<file path="src/rtl/sat_ctrl_pkg.sv">
// Shared definitions for the bin scheduler: widths, FSM states, core result
// encoding, and a saturating counter helper.
package sat_ctrl_pkg;

  localparam int WIDTH_BIN_ID = 10;
  localparam int WIDTH_LVL    = 16;

  typedef enum logic [2:0] {
    ST_IDLE,
    ST_LOAD,
    ST_RUN,
    ST_UPDATE,
    ST_BKT,
    ST_DONE_SAT,
    ST_DONE_UNSAT
  } sched_state_e;

  typedef enum logic [1:0] {
    RES_NONE,
    RES_SAT,
    RES_UNSAT
  } result_e;

  // Increment that sticks at all-ones instead of wrapping.
  function automatic logic [31:0] sat_inc32(input logic [31:0] v);
    return (&v) ? v : v + 32'd1;
  endfunction

endpackage

</file>
<file path="src/rtl/ctrl_bin_sched_pulse_edge.sv">
// Rising-edge detector. With REG_OUT=1 the rise is registered, giving a
// clean one-cycle pulse one cycle after sig_i goes high (used for the
// start_* strobes). With REG_OUT=0 the rise is combinational, so a caller
// can capture side-band data in the same cycle as the edge.
module pulse_edge #(
  parameter bit REG_OUT = 1'b1
) (
  input  logic clk,
  input  logic rst,
  input  logic sig_i,
  output logic edge_o
);

  logic prev_q;
  logic rise;

  assign rise = sig_i & ~prev_q;

  // Remember last cycle's level of sig_i.
  always_ff @(posedge clk) begin
    if (!rst) prev_q <= 1'b0;
    else      prev_q <= sig_i;
  end

  generate
    if (REG_OUT) begin : g_reg
      logic pulse_q;
      // Register the rise so the pulse is a flop output.
      always_ff @(posedge clk) begin
        if (!rst) pulse_q <= 1'b0;
        else      pulse_q <= rise;
      end
      assign edge_o = pulse_q;
    end else begin : g_comb
      assign edge_o = rise;
    end
  endgenerate

endmodule

</file>
<file path="src/rtl/ctrl_bin_sched.sv">
// Bin scheduler: walks bins 0..bin_total-1 through load -> core run ->
// write-back, advancing on partial SAT and backtracking on partial UNSAT,
// and reports global SAT/UNSAT.
// Optional statistics counters are enabled by defining CTRL_BIN_SCHED_STAT_EN.
module ctrl_bin_sched
  import sat_ctrl_pkg::*;
#(
  parameter int WIDTH_BIN_ID = sat_ctrl_pkg::WIDTH_BIN_ID,
  parameter int WIDTH_LVL    = sat_ctrl_pkg::WIDTH_LVL
) (
  input  logic                    clk,
  input  logic                    rst,
  input  logic                    start_i,
  input  logic [WIDTH_BIN_ID-1:0] bin_total_i,
  output logic                    done_o,
  output logic                    global_sat_o,
  output logic                    global_unsat_o,
  output logic                    start_load_o,
  output logic [WIDTH_BIN_ID-1:0] load_bin_id_o,
  input  logic                    done_load_i,
  output logic                    start_core_o,
  input  logic                    done_core_i,
  input  logic                    core_sat_i,
  input  logic                    core_unsat_i,
  input  logic [WIDTH_BIN_ID-1:0] bkt_bin_num_i,
  input  logic [WIDTH_LVL-1:0]    bkt_lvl_i,
  output logic                    start_update_o,
  input  logic                    done_update_i,
  output logic                    start_bkt_o,
  output logic [WIDTH_BIN_ID-1:0] bkt_bin_num_o,
  input  logic                    done_bkt_i,
`ifdef CTRL_BIN_SCHED_STAT_EN
  output logic [31:0]             stat_core_runs_o,
  output logic [31:0]             stat_bkts_o,
`endif
  output logic [WIDTH_BIN_ID-1:0] cur_bin_num_o
);

  sched_state_e            state_q;
  result_e                 res_q, res_d;
  logic [WIDTH_BIN_ID-1:0] cur_bin_q;
  logic [WIDTH_BIN_ID-1:0] bkt_bin_q, bkt_tgt_d;
  logic [WIDTH_LVL-1:0]    bkt_lvl_q, bkt_lvl_d;
  logic [WIDTH_BIN_ID-1:0] last_bin;
  logic                    done_q, gsat_q, gunsat_q;
  logic                    armed_q;
  logic                    core_rise;

  // One-shot strobes fire one cycle after entering their owning state.
  pulse_edge #(.REG_OUT(1'b1)) u_pls_load (
    .clk(clk), .rst(rst), .sig_i(state_q == ST_LOAD),   .edge_o(start_load_o));
  pulse_edge #(.REG_OUT(1'b1)) u_pls_core (
    .clk(clk), .rst(rst), .sig_i(state_q == ST_RUN),    .edge_o(start_core_o));
  pulse_edge #(.REG_OUT(1'b1)) u_pls_upd (
    .clk(clk), .rst(rst), .sig_i(state_q == ST_UPDATE), .edge_o(start_update_o));
  pulse_edge #(.REG_OUT(1'b1)) u_pls_bkt (
    .clk(clk), .rst(rst), .sig_i(state_q == ST_BKT),    .edge_o(start_bkt_o));

  // done_core_i is a level; only a fresh 0->1 after start_core_o counts.
  pulse_edge #(.REG_OUT(1'b0)) u_core_edge (
    .clk(clk), .rst(rst), .sig_i(done_core_i), .edge_o(core_rise));

  assign last_bin = bin_total_i - WIDTH_BIN_ID'(1);

  // Decode the core result: unsat wins a tie, no result is a fail-safe
  // unsat at level 0, and a backtrack target above cur_bin is clamped.
  always_comb begin
    res_d     = RES_UNSAT;
    bkt_lvl_d = bkt_lvl_i;
    bkt_tgt_d = (bkt_bin_num_i > cur_bin_q) ? cur_bin_q : bkt_bin_num_i;
    if (!core_unsat_i && core_sat_i) begin
      res_d = RES_SAT;
    end else if (!core_unsat_i && !core_sat_i) begin
      bkt_lvl_d = '0;
    end
  end

  // Main scheduler FSM with registered status outputs.
  always_ff @(posedge clk) begin
    if (!rst) begin
      state_q   <= ST_IDLE;
      res_q     <= RES_NONE;
      cur_bin_q <= '0;
      bkt_bin_q <= '0;
      bkt_lvl_q <= '0;
      done_q    <= 1'b0;
      gsat_q    <= 1'b0;
      gunsat_q  <= 1'b0;
      armed_q   <= 1'b0;
    end else begin
      case (state_q)
        ST_IDLE: begin
          if (start_i) begin
            cur_bin_q <= '0;
            done_q    <= 1'b0;
            gsat_q    <= 1'b0;
            gunsat_q  <= 1'b0;
            state_q   <= (bin_total_i == '0) ? ST_DONE_UNSAT : ST_LOAD;
          end
        end
        ST_LOAD: begin
          if (done_load_i) state_q <= ST_RUN;
        end
        ST_RUN: begin
          if (start_core_o) armed_q <= 1'b1;
          if (armed_q && core_rise) begin
            res_q     <= res_d;
            bkt_bin_q <= bkt_tgt_d;
            bkt_lvl_q <= bkt_lvl_d;
            armed_q   <= 1'b0;
            state_q   <= ST_UPDATE;
          end
        end
        ST_UPDATE: begin
          if (done_update_i) begin
            if (res_q == RES_SAT) begin
              if (cur_bin_q == last_bin) begin
                state_q <= ST_DONE_SAT;
              end else begin
                cur_bin_q <= cur_bin_q + WIDTH_BIN_ID'(1);
                state_q   <= ST_LOAD;
              end
            end else if (bkt_lvl_q == '0) begin
              state_q <= ST_DONE_UNSAT;
            end else begin
              state_q <= ST_BKT;
            end
          end
        end
        ST_BKT: begin
          if (done_bkt_i) begin
            cur_bin_q <= bkt_bin_q;
            state_q   <= ST_LOAD;
          end
        end
        ST_DONE_SAT: begin
          gsat_q  <= 1'b1;
          done_q  <= 1'b1;
          state_q <= ST_IDLE;
        end
        ST_DONE_UNSAT: begin
          gunsat_q <= 1'b1;
          done_q   <= 1'b1;
          state_q  <= ST_IDLE;
        end
        default: state_q <= ST_IDLE;
      endcase
    end
  end

  assign done_o         = done_q;
  assign global_sat_o   = gsat_q;
  assign global_unsat_o = gunsat_q;
  assign load_bin_id_o  = cur_bin_q;
  assign bkt_bin_num_o  = bkt_bin_q;
  assign cur_bin_num_o  = cur_bin_q;

`ifdef CTRL_BIN_SCHED_STAT_EN
  logic [31:0] runs_q, bkts_q;

  // Saturating run/backtrack counters, cleared when a new problem starts.
  always_ff @(posedge clk) begin
    if (!rst) begin
      runs_q <= '0;
      bkts_q <= '0;
    end else if (state_q == ST_IDLE && start_i) begin
      runs_q <= '0;
      bkts_q <= '0;
    end else begin
      if (start_core_o) runs_q <= sat_inc32(runs_q);
      if (start_bkt_o)  bkts_q <= sat_inc32(bkts_q);
    end
  end

  assign stat_core_runs_o = runs_q;
  assign stat_bkts_o      = bkts_q;
`endif

endmodule

</file>
<file path="config.mk">
export PLATFORM = sky130hd
export DESIGN_NAME = ctrl_bin_sched
export DESIGN_NICKNAME = d
export VERILOG_FILES = /design/src/rtl/sat_ctrl_pkg.sv /design/src/rtl/ctrl_bin_sched_pulse_edge.sv /design/src/rtl/ctrl_bin_sched.sv
export SDC_FILE = /design/constraint.sdc
export NUM_CORES = 1
export LEC_CHECK = 0
export BUFFER_PORTS_ARGS = -buffer_cell sky130_fd_sc_hd__buf_2
export CAP_MARGIN = 20
export CORE_MARGIN = 3
export CORE_UTILIZATION = 45
export CTS_BUF_LIST = sky130_fd_sc_hd__clkbuf_2 sky130_fd_sc_hd__clkbuf_4 sky130_fd_sc_hd__clkbuf_8
export CTS_CLUSTER_SIZE = 14
export DETAILED_ROUTE_END_ITERATION = 7
export GPL_ROUTABILITY_DRIVEN = 0
export PLACE_DENSITY = 0.78
export SYNTH_ARGS = -nofsm -noshare
export SYNTH_HDL_FRONTEND = slang
export SYNTH_HIERARCHICAL = 1
export SYNTH_SLANG_ARGS = --single-unit
</file>
<file path="constraint.sdc">
create_clock -name clk -period 3.14 [get_ports clk]
set_clock_uncertainty 0.2 [all_clocks]
set_input_delay 0.157 -clock clk [delete_from_list [all_inputs] [get_ports clk]]
set_output_delay 0.157 -clock clk [all_outputs]
set_load 0.01 [all_outputs]
</file>
==> impl_metrics.tcl <==
set metrics [dict create \
    io_buffer_count 81 \
    startpoint_type "register" \
    viasPerCell 5.90 \
    synth_edf_count 0 \
    die_h_um 88.7 \
    final_cells 531 \
    drv_cap 0 \
    worstMarginPinSlew_ns 1.05 \
    setup_viol 0 \
    globalRouteTotalUtil_pct 22.4 \
    synth-async-reset-ratio_pct 0 \
    final-max-slew-violation-count 0 \
    power_density_mw_per_mm2 470 \
    slowest_delay_ns 0.58 \
    crit_fanout 10 \
    worst_ep_arrival_time_ns 2.67 \
    p_int_mw 1.16 \
    dp_slack_ns 0.488 \
    yosys.area.top_type_share_pct 35.1 \
    ys_warn_count 6 \
    ir_drop_mv 0.251 \
    comb_power_share_pct 33.3 \
    period_share_pct 85.5 \
    synth.distinct_cells 57 \
    synth_area_mm2 0.00308 \
    rsz0062_at_grt "false" \
    run_status "completed" \
    drt-pass1-iter-count 5 \
    layout_setup_ws_ns 0.456 \
    critPathKind "register to register" \
    dp_hpwl_mm 6.17 \
    cellLeakagePower_nw 1.69 \
    yosys_most_used_dff "dfxtp_1" \
    post_cts_resize_count 0 \
    io_pins 82 \
    postSynthCellCount 357 \
    grt_pass1_wl_mm 13.9 \
    finalSetupTns_ns 0 \
    switchingPower_mw 0.659 \
    die_w_um 88.7 \
    wl_per_cell_um 16.3 \
    required_ns 3.13 \
    clk_pin_slew_worst_paths_ns 0.11 \
    maxSlewHeadroom_pct 29.9 \
    antenna_found_initial 0 \
    drtAntennaViolNets 0 \
    placedCellCount 494 \
    grt_pass1_vias 2818 \
    synth_top_cell_by_area "dfxtp_1" \
    drt-total-wl_mm 8.67 \
    cts_tree "yes" \
    ys_seq_area_share_pct 35.1 \
    root_buffer "clkbuf_8" \
    num_vias 3135 \
    hp-start "core_unsat_i" \
    drc_errors 0 \
    hold_class "primary input to register" \
    cts_buffer_depth 2 \
    crit_slowest_cell "dfxtp_1" \
    synth_most_common_cell "dfxtp_1" \
    core_mm2 0.00649 \
    hold_viol 0 \
    setup.worst_path.start "cur_bin_num_o[4]$_SDFFE_PN0P_" \
    drt_iter0_drc 289 \
    p_clk_share_pct 23.4 \
    synthToLayoutAreaGrowth_pct 25.6 \
    fin_nets 510 \
    drive_gt1_share_pct 24.9 \
    synthTopCellsByArea "dfxtp_1, a21oi_1, ha_1" \
    p_seq_share_pct 43.3 \
    cts_buffers 5 \
    crit_path_end_kind "register" \
    synth_nets 414 \
    dieArea_mm2 0.00787 \
    min_period_ns 2.68 \
    avgSynthCellArea_um2 8.62 \
    worstPathCellList "xnor2_1, a31oi_1, or4_1, nor4_4, a21o_2, o32ai_1" \
    ctsHtreeMaxLevel 2 \
    final_util_pct 59.5 \
    ys_top_cells_by_count "dfxtp_1, a21oi_1, nor2_1" \
    grt-ovfl-total 0 \
    rows 29 \
    cts.sinks 54 \
    clock.fmax_ghz 0.373 \
    reg2reg_from "cur_bin_num_o[4]$_SDFFE_PN0P_" \
    diodes 0 \
    initial_core_util_pct 47.4 \
    netSwitchingFraction_pct 36.3 \
    insertion_delay_ns 0.32 \
    ys_ff_latch 54 \
    grt_max_degree 28 \
]
cells by family (layout without fill, tap and decap cells):
family	count (synthesis)	in the layout	synth area share [%]
fa+ha+maj	12	12	4.88
buf+inv	46	143	7.15
mux	2	2	1.06
flops	54	54	35.1
simple gates	118	118	22.4
xor+xnor	16	16	4.55
compound gates	109	109	24.9
per-stage QoR:
| stage | total power, mW | instance area (µm²) | hold WS, ns |
|---|---|---|---|
| global placement | 1.36 | 3480 | 0.165 |
| global route | 1.92 | 3860 | 0.0850 |
| detailed placement | 1.37 | 3480 | 0.170 |
| finish | 1.82 | 3860 | 0.0629 |
| CTS | 1.81 | 3860 | 0.0329 |
| floorplan | 1.21 | 3080 | 0.0787 |
final timing paths:
check | end | slack, ns | cells after the start
hold reg to reg | res_q[0]$_SDFFE_PN0P_ | 0.28 | 2
hold / removal | res_q[1]$_SDFFE_PN0P_ | 0.06 | 4
setup / recovery | cur_bin_num_o[6]$_SDFFE_PN0P_ | 0.46 | 6
setup reg to reg | cur_bin_num_o[6]$_SDFFE_PN0P_ | 0.46 | 6
worst max-delay path: cells and delay by family, from the launching register on:
family | cells | cell delay (ns)
compound gates | 3 | 0.54
simple gates | 2 | 1.04
flops | 1 | 0.58
xor+xnor | 1 | 0.19
per-layer routing:
metal,up-vias,track usage [%],wire length [µm]
li1,1500,-,-
met1,1468,30.4,3770
met2,149,35.3,4130
met3,18,4.47,588
met4,0,7.83,184
met5,-,0,0
flip-flops by register name, summed over array words and instances (netlist names):
name / count
bkt_lvl_q: 16
armed_q: 1
u_pls_upd/prev_q: 1
done_o: 1
state_q: 3
global_sat_o: 1
cur_bin_num_o: 10
u_pls_bkt/prev_q: 1
u_pls_load/prev_q: 1
u_core_edge/prev_q: 1
res_q: 2
u_pls_core/edge_o: 1
global_unsat_o: 1
bkt_bin_num_o: 10
u_pls_bkt/edge_o: 1
u_pls_load/edge_o: 1
u_pls_core/prev_q: 1
u_pls_upd/edge_o: 1
timing repair:
item / 4_1_cts / 5_1_grt
endpoints found under the hold margin: 29 / 0
setup buffers: 0 / 0
hold buffers: 29 / 0
endpoints found under the setup margin: 0 / 0
cell type report:
class,count,area (µm²)
Clock buffer,5,68.8
Clock inverter,3,26.3
Fill cell,581,2630
Sequential cell,54,1080
Multi-Input combinational cell,257,1780
Tap cell,77,96.3
Timing Repair Buffer,117,748
Inverter,18,67.6
layout by cell type (no fill, tap or decap), types with 9 or more instances in the layout:
master	n
nand2_1	20
buf_2	81
nor3_1	9
xnor2_1	10
nor2_1	26
a211oi_1	11
o21ai_0	23
nor4_1	14
ha_1	12
a22o_1	16
a21oi_1	30
dfxtp_1	54
and2_1	9
dlygate4sd3_1	29
inv_1	16
power groups by stage:
stage          combinational, mW  sequential (mW)  clock [mW]
2_1_floorplan              0.417            0.794           0
3_3_place_gp               0.555            0.800           0
3_5_place_dp               0.568            0.802           0
4_1_cts                    0.597            0.786       0.429
5_1_grt                    0.667            0.797       0.455
6_report                   0.604            0.787       0.425
(Power assumes the default switching activity.)
